File: config.mk
export PLATFORM = sky130hd
export DESIGN_NAME = im_loader
export DESIGN_NICKNAME = d
export VERILOG_FILES = /design/src/rtl/im_loader.sv
export SDC_FILE = /design/constraint.sdc
export NUM_CORES = 1
export LEC_CHECK = 0
export ABC_CLOCK_PERIOD_IN_PS = 2890
export CAP_MARGIN = 10
export CORE_MARGIN = 5
export CORE_UTILIZATION = 52
export DETAILED_ROUTE_END_ITERATION = 16
export MAX_ROUTING_LAYER = met4
export PLACE_DENSITY = 0.8
export RECOVER_POWER = 50
export SYNTH_ARGS = -nofsm -noshare
export SYNTH_HDL_FRONTEND = slang
export SYNTH_SLANG_ARGS = --single-unit
File: constraint.sdc
create_clock -name clk -period 2.89 [get_ports clk]
set_clock_uncertainty 0.15 [all_clocks]
set_input_delay 0.7225 -clock clk [delete_from_list [all_inputs] [get_ports clk]]
set_output_delay 0.7225 -clock clk [all_outputs]
set_load 0.03 [all_outputs]
File: src/rtl/im_loader.sv
// im_loader: loads a byte stream (16-bit big-endian word count followed by
// big-endian instruction words) into instruction memory via a write strobe.
// Optional macro IM_LOADER_CHECKSUM_EN adds a trailing XOR checksum byte.
module im_loader #(
   parameter int unsigned MAX_WORDS = 1024,
   parameter logic [31:0] BASE_ADDR = 32'h0000_0000
) (
   input  logic        clk,
   input  logic        reset,
   input  logic        start,
   input  logic        byte_valid,
   input  logic [7:0]  byte_data,
   output logic        byte_ready,
   output logic        wr_en,
   output logic [31:0] wr_addr,
   output logic [31:0] wr_data,
   output logic        busy,
   output logic        done,
   output logic        error,
   output logic [10:0] word_count
);

   localparam int unsigned LEN_W = 16;
   localparam int unsigned WC_W  = 11;

`ifdef IM_LOADER_CHECKSUM_EN
   typedef enum logic [2:0] {
      S_IDLE, S_LEN_HI, S_LEN_LO, S_DATA, S_CSUM, S_DONE, S_ERR
   } state_t;
`else
   typedef enum logic [2:0] {
      S_IDLE, S_LEN_HI, S_LEN_LO, S_DATA, S_DONE, S_ERR
   } state_t;
`endif

   state_t            state_q, state_d;
   logic [LEN_W-1:0]  len_q, len_d;
   logic [1:0]        bcnt_q, bcnt_d;
   logic [23:0]       shreg_q, shreg_d;
   logic [WC_W-1:0]   wc_q, wc_d;
   logic              wr_en_q, wr_en_d;
   logic [31:0]       wr_addr_q, wr_addr_d;
   logic [31:0]       wr_data_q, wr_data_d;
   logic              byte_ready_q, byte_ready_d;
   logic              busy_q, busy_d;
   logic              done_q, done_d;
   logic              error_q, error_d;
   logic              accept;
   logic [LEN_W-1:0]  n_len;
`ifdef IM_LOADER_CHECKSUM_EN
   logic [7:0]        csum_q, csum_d;
`endif

   // Next-state, datapath and registered-output decode
   always_comb begin
      state_d   = state_q;
      len_d     = len_q;
      bcnt_d    = bcnt_q;
      shreg_d   = shreg_q;
      wc_d      = wc_q;
      wr_en_d   = 1'b0;
      wr_addr_d = wr_addr_q;
      wr_data_d = wr_data_q;
`ifdef IM_LOADER_CHECKSUM_EN
      csum_d    = csum_q;
`endif
      accept    = byte_valid & byte_ready_q;
      n_len     = {len_q[15:8], byte_data};

      case (state_q)
         S_IDLE, S_DONE, S_ERR: begin
            if (start) begin
               state_d = S_LEN_HI;
               wc_d    = '0;
               bcnt_d  = '0;
`ifdef IM_LOADER_CHECKSUM_EN
               csum_d  = '0;
`endif
            end
         end
         S_LEN_HI: begin
            if (accept) begin
               len_d   = {byte_data, 8'h00};
               state_d = S_LEN_LO;
            end
         end
         S_LEN_LO: begin
            if (accept) begin
               len_d = n_len;
               if ((n_len == 16'd0) || (32'(n_len) > 32'(MAX_WORDS)))
                  state_d = S_ERR;
               else
                  state_d = S_DATA;
            end
         end
         S_DATA: begin
            if (accept) begin
`ifdef IM_LOADER_CHECKSUM_EN
               csum_d = csum_q ^ byte_data;
`endif
               if (bcnt_q == 2'd3) begin
                  // Fourth byte completes a word; next byte may follow immediately
                  wr_data_d = {shreg_q, byte_data};
                  wr_addr_d = BASE_ADDR + (32'(wc_q) << 2);
                  wr_en_d   = 1'b1;
                  wc_d      = wc_q + 11'd1;
                  bcnt_d    = 2'd0;
                  if ((16'(wc_q) + 16'd1) == len_q) begin
`ifdef IM_LOADER_CHECKSUM_EN
                     state_d = S_CSUM;
`else
                     state_d = S_DONE;
`endif
                  end
               end else begin
                  shreg_d = {shreg_q[15:0], byte_data};
                  bcnt_d  = bcnt_q + 2'd1;
               end
            end
         end
`ifdef IM_LOADER_CHECKSUM_EN
         S_CSUM: begin
            if (accept)
               state_d = (byte_data == csum_q) ? S_DONE : S_ERR;
         end
`endif
         default: state_d = S_IDLE;
      endcase

      byte_ready_d = (state_d == S_LEN_HI) || (state_d == S_LEN_LO) ||
`ifdef IM_LOADER_CHECKSUM_EN
                     (state_d == S_CSUM) ||
`endif
                     (state_d == S_DATA);
      busy_d  = byte_ready_d;
      done_d  = (state_d == S_DONE);
      error_d = (state_d == S_ERR);
   end

   // State and output registers; reset discards any partial word
   always_ff @(posedge clk or negedge reset) begin
      if (!reset) begin
         state_q      <= S_IDLE;
         len_q        <= '0;
         bcnt_q       <= '0;
         shreg_q      <= '0;
         wc_q         <= '0;
         wr_en_q      <= 1'b0;
         wr_addr_q    <= '0;
         wr_data_q    <= '0;
         byte_ready_q <= 1'b0;
         busy_q       <= 1'b0;
         done_q       <= 1'b0;
         error_q      <= 1'b0;
`ifdef IM_LOADER_CHECKSUM_EN
         csum_q       <= '0;
`endif
      end else begin
         state_q      <= state_d;
         len_q        <= len_d;
         bcnt_q       <= bcnt_d;
         shreg_q      <= shreg_d;
         wc_q         <= wc_d;
         wr_en_q      <= wr_en_d;
         wr_addr_q    <= wr_addr_d;
         wr_data_q    <= wr_data_d;
         byte_ready_q <= byte_ready_d;
         busy_q       <= busy_d;
         done_q       <= done_d;
         error_q      <= error_d;
`ifdef IM_LOADER_CHECKSUM_EN
         csum_q       <= csum_d;
`endif
      end
   end

   assign byte_ready = byte_ready_q;
   assign wr_en      = wr_en_q;
   assign wr_addr    = wr_addr_q;
   assign wr_data    = wr_data_q;
   assign busy       = busy_q;
   assign done       = done_q;
   assign error      = error_q;
   assign word_count = wc_q;

endmodule

==> flow_summary.yaml <==
finish:
  fin_nets: 576
  area_growth_pct: 19.43
  fillCellCount: 738
  drive_gt1_share_pct: 10.78
  diodes: 0
timing:
  slew_headroom_pct: 35.07
  final.period_utilization_pct: 90.70
  setup_tns_ns: 0
  setup_ws_ns: 0.2688
  drv_slew: 0
  finalSetupViolCount: 0
  rsz0062_at_grt: "false"
  tightest_slew_ns: 0.9739
  post-route-min-period_ns: 2.621
  fmax_ghz: 0.3815
  finalHoldViolCount: 0
yosys:
  yosysMostFrequentCell: "nand2_1"
  synth_compound_area_share_pct: 6.212
  synth.area.top_cells: "dfrtp_1 55%, nand2_1 15%, mux2_2 5.7%"
  async_flop_share_pct: 100.0
  synth_edf_count: 0
  ys_warn_count: 0
  yosysUniqueCellTypes: 52
  synth_commonest_cells: "191 x nand2_1, 103 x dfrtp_1, 24 x mux2_2"
  synth.avg_cell_area_um2: 9.619
  synth-xor-area-share_pct: 2.787
  synth_largest_area_cell: "dfrtp_1"
  synth_mux_area_share_pct: 5.734
  ys_ff_latch: 103
  synthAdderAreaFrac_pct: 0.5309
  synthSimpleGateAreaFrac_pct: 23.12
  synth_top_family_by_area: "simple AND/OR/NAND/NOR gates"
  syn_inst: 490
  ys_seq_area_share_pct: 54.69
  ys_dominant_reg_cell: "dfrtp_1"
  synth.cell_area_mm2: 0.004713
  netlist.area_leader.share_pct: 54.69
global_route:
  grt_busiest_layer: "met2"
  grt_start_max_net_pins: 40
  grt.overflow.total: 0
  use_met3_pct: 3.576
  grtUsageMet1_pct: 28.17
  grt_pass1_vias: 3696
  groute.usage.overall_pct: 20.65
  use_met2_pct: 31.95
  grt_first_pass_wirelength_um: 18370
  grt_antenna_before_repair: 0
worst_setup_path:
  cp_common_cell: "nand2_1"
  setup.worst_path.end_class: "flop"
  crit_chain: "dlygate4sd3_1 -> and3_1 -> nand3_2 -> inv_1 -> clkbuf_2 -> nand2_1 -> nand2_1"
  slowest_delay_ns: 0.65
  required_ns: 3.04
  slowest_stage: "clkbuf_2"
  cp-start-kind: "primary input"
  path_class: "primary input to flop"
  worst_ep_arrival_time_ns: 2.77
  critical_path.top_delay_family: "buffers and inverters"
  path_max_fanout: 38
  worst-path-buf-inv: 3
power:
  ir_worst_vdd_mv: 0.4740
  power.leakage_nw: 2.699
  power_density_mw_per_mm2: 958.6
drt:
  ant_nets: 0
  wire_per_inst_um: 15.84
  vias: 3639
  drc: 0
  drt-total-wl_um: 10680
  dr.pass1.iters: 7
  via_per_inst: 5.399
  drt-initial-drc-count: 351
floorplan:
  io_pins: 92
  start_util_pct: 53.78
  design.core.area_mm2: 0.008763
  die_w_um: 105.2
  num_rows: 34
  die-area_mm2: 0.01107
  die_h_um: 105.2
placement:
  dp_hpwl_um: 7696
  numPortBuffers: 70
  dp_slack_ns: 0.09545
  place.gp.congestion: 0.9166
clock_tree:
  root_buffer: "clkbuf_8"
  cts_sinks: 103
  clockBufferDepth: 2
  cts_tree: "yes"
  htreeDepth: 3
  hold_buffers: 0
  path_clk_slew_ns: 0.10
  numCtsBuffers: 9
  clock_latency_ns: 0.36
  post_cts_resized: 0
  post-cts-setup-buffers: 0
job:
  drv_cap: 0
status:
  outcome: "complete, no violations"
worst_hold_path:
  min_path_type: "flop to flop"
[sequential cells by signal, indices dropped and copies added, names as in the netlist]
register / cells
state_q: 3
shreg_q: 24
busy: 1
error: 1
wr_data: 32
done: 1
wr_addr: 11
len_q: 16
bcnt_q: 2
word_count: 11
wr_en: 1
[cell usage in the layout (no fill, tap or decap), types with 8 or more instances in the layout]
master / count
xnor2_1: 9
o21ai_0: 19
clkbuf_8: 9
nand2_1: 191
mux2_2: 24
buf_4: 10
clkdlybuf4s50_1: 68
dfrtp_1: 103
nand3_1: 13
nor2_1: 8
conb_1: 21
[kinds of logic (layout without fill, tap and decap cells)]
| logic type | after synthesis | after routing |
|---|---|---|
| fa+ha+maj | 2 | 2 |
| buf+inv | 52 | 108 |
| compound gates | 44 | 44 |
| flops | 103 | 103 |
| mux | 24 | 24 |
| simple gates | 249 | 249 |
| xor+xnor | 15 | 15 |
| other cells | 1 | 21 |
[cell type report]
cell class / count / area, um2 / area share [%]
inverters: 7 / 26.28 / 0.4668
flip-flops and latches: 103 / 2577 / 45.79
clock inverters: 6 / 75.07 / 1.334
well taps: 108 / 135.1 / 2.401
repair buffers: 86 / 813.3 / 14.45
multi-input cells: 355 / 1878 / 33.36
clock buffers: 9 / 123.9 / 2.200
[report_power, final]
group	leakage, nW	internal [W]	total [W]	switching [W]
combinational	1.27	0.000899	0.00209	0.00119
sequential	1.33	0.00197	0.00238	0.000410
clock	0.0982	0.000410	0.000922	0.000512
total	2.70	0.00328	0.00540	0.00211
[tightest hold or removal path, cell delays in order (launching register included)]
cell	delay [ns]
dfrtp_1	0.35
nand2_1	0.05
nand2_1	0.05
[worst paths after layout]
path	from	to	slack (ns)	depth (start not counted)
max in group asynchronous	reset	wr_data[15]	0.87	2
hold / removal	wr_data[23]	wr_data[23]	0.33	2
min in group asynchronous	reset	wr_addr[6]	0.35	1
setup / recovery	byte_valid	wr_addr[12]	0.27	7
hold reg to reg	wr_data[23]	wr_data[23]	0.33	2
setup reg to reg	word_count[0]	busy	0.28	7
[metrics by stage]
step	util [%]	instances	total power [W]	cell area (um2)	hold WS, ns
final	64.23	674	0.005396	5629	0.3296
after global routing	64.23	674	0.005717	5629	0.3624
after CTS	64.89	674	0.005433	5687	0.1874
after detailed placement	62.62	659	0.004525	5488	0.3124
after global placement	62.62	659	0.004436	5488	0.2967
after floorplan	-	510	0.003694	4788	0.2769
[per-layer routing]
layer,wire length [um],vias to the layer above
met2,5104,124
met5,0,-
met1,4847,1795
met3,563,16
met4,162,0
li1,-,1704
Note: power is estimated with default switching activity, not from simulation.
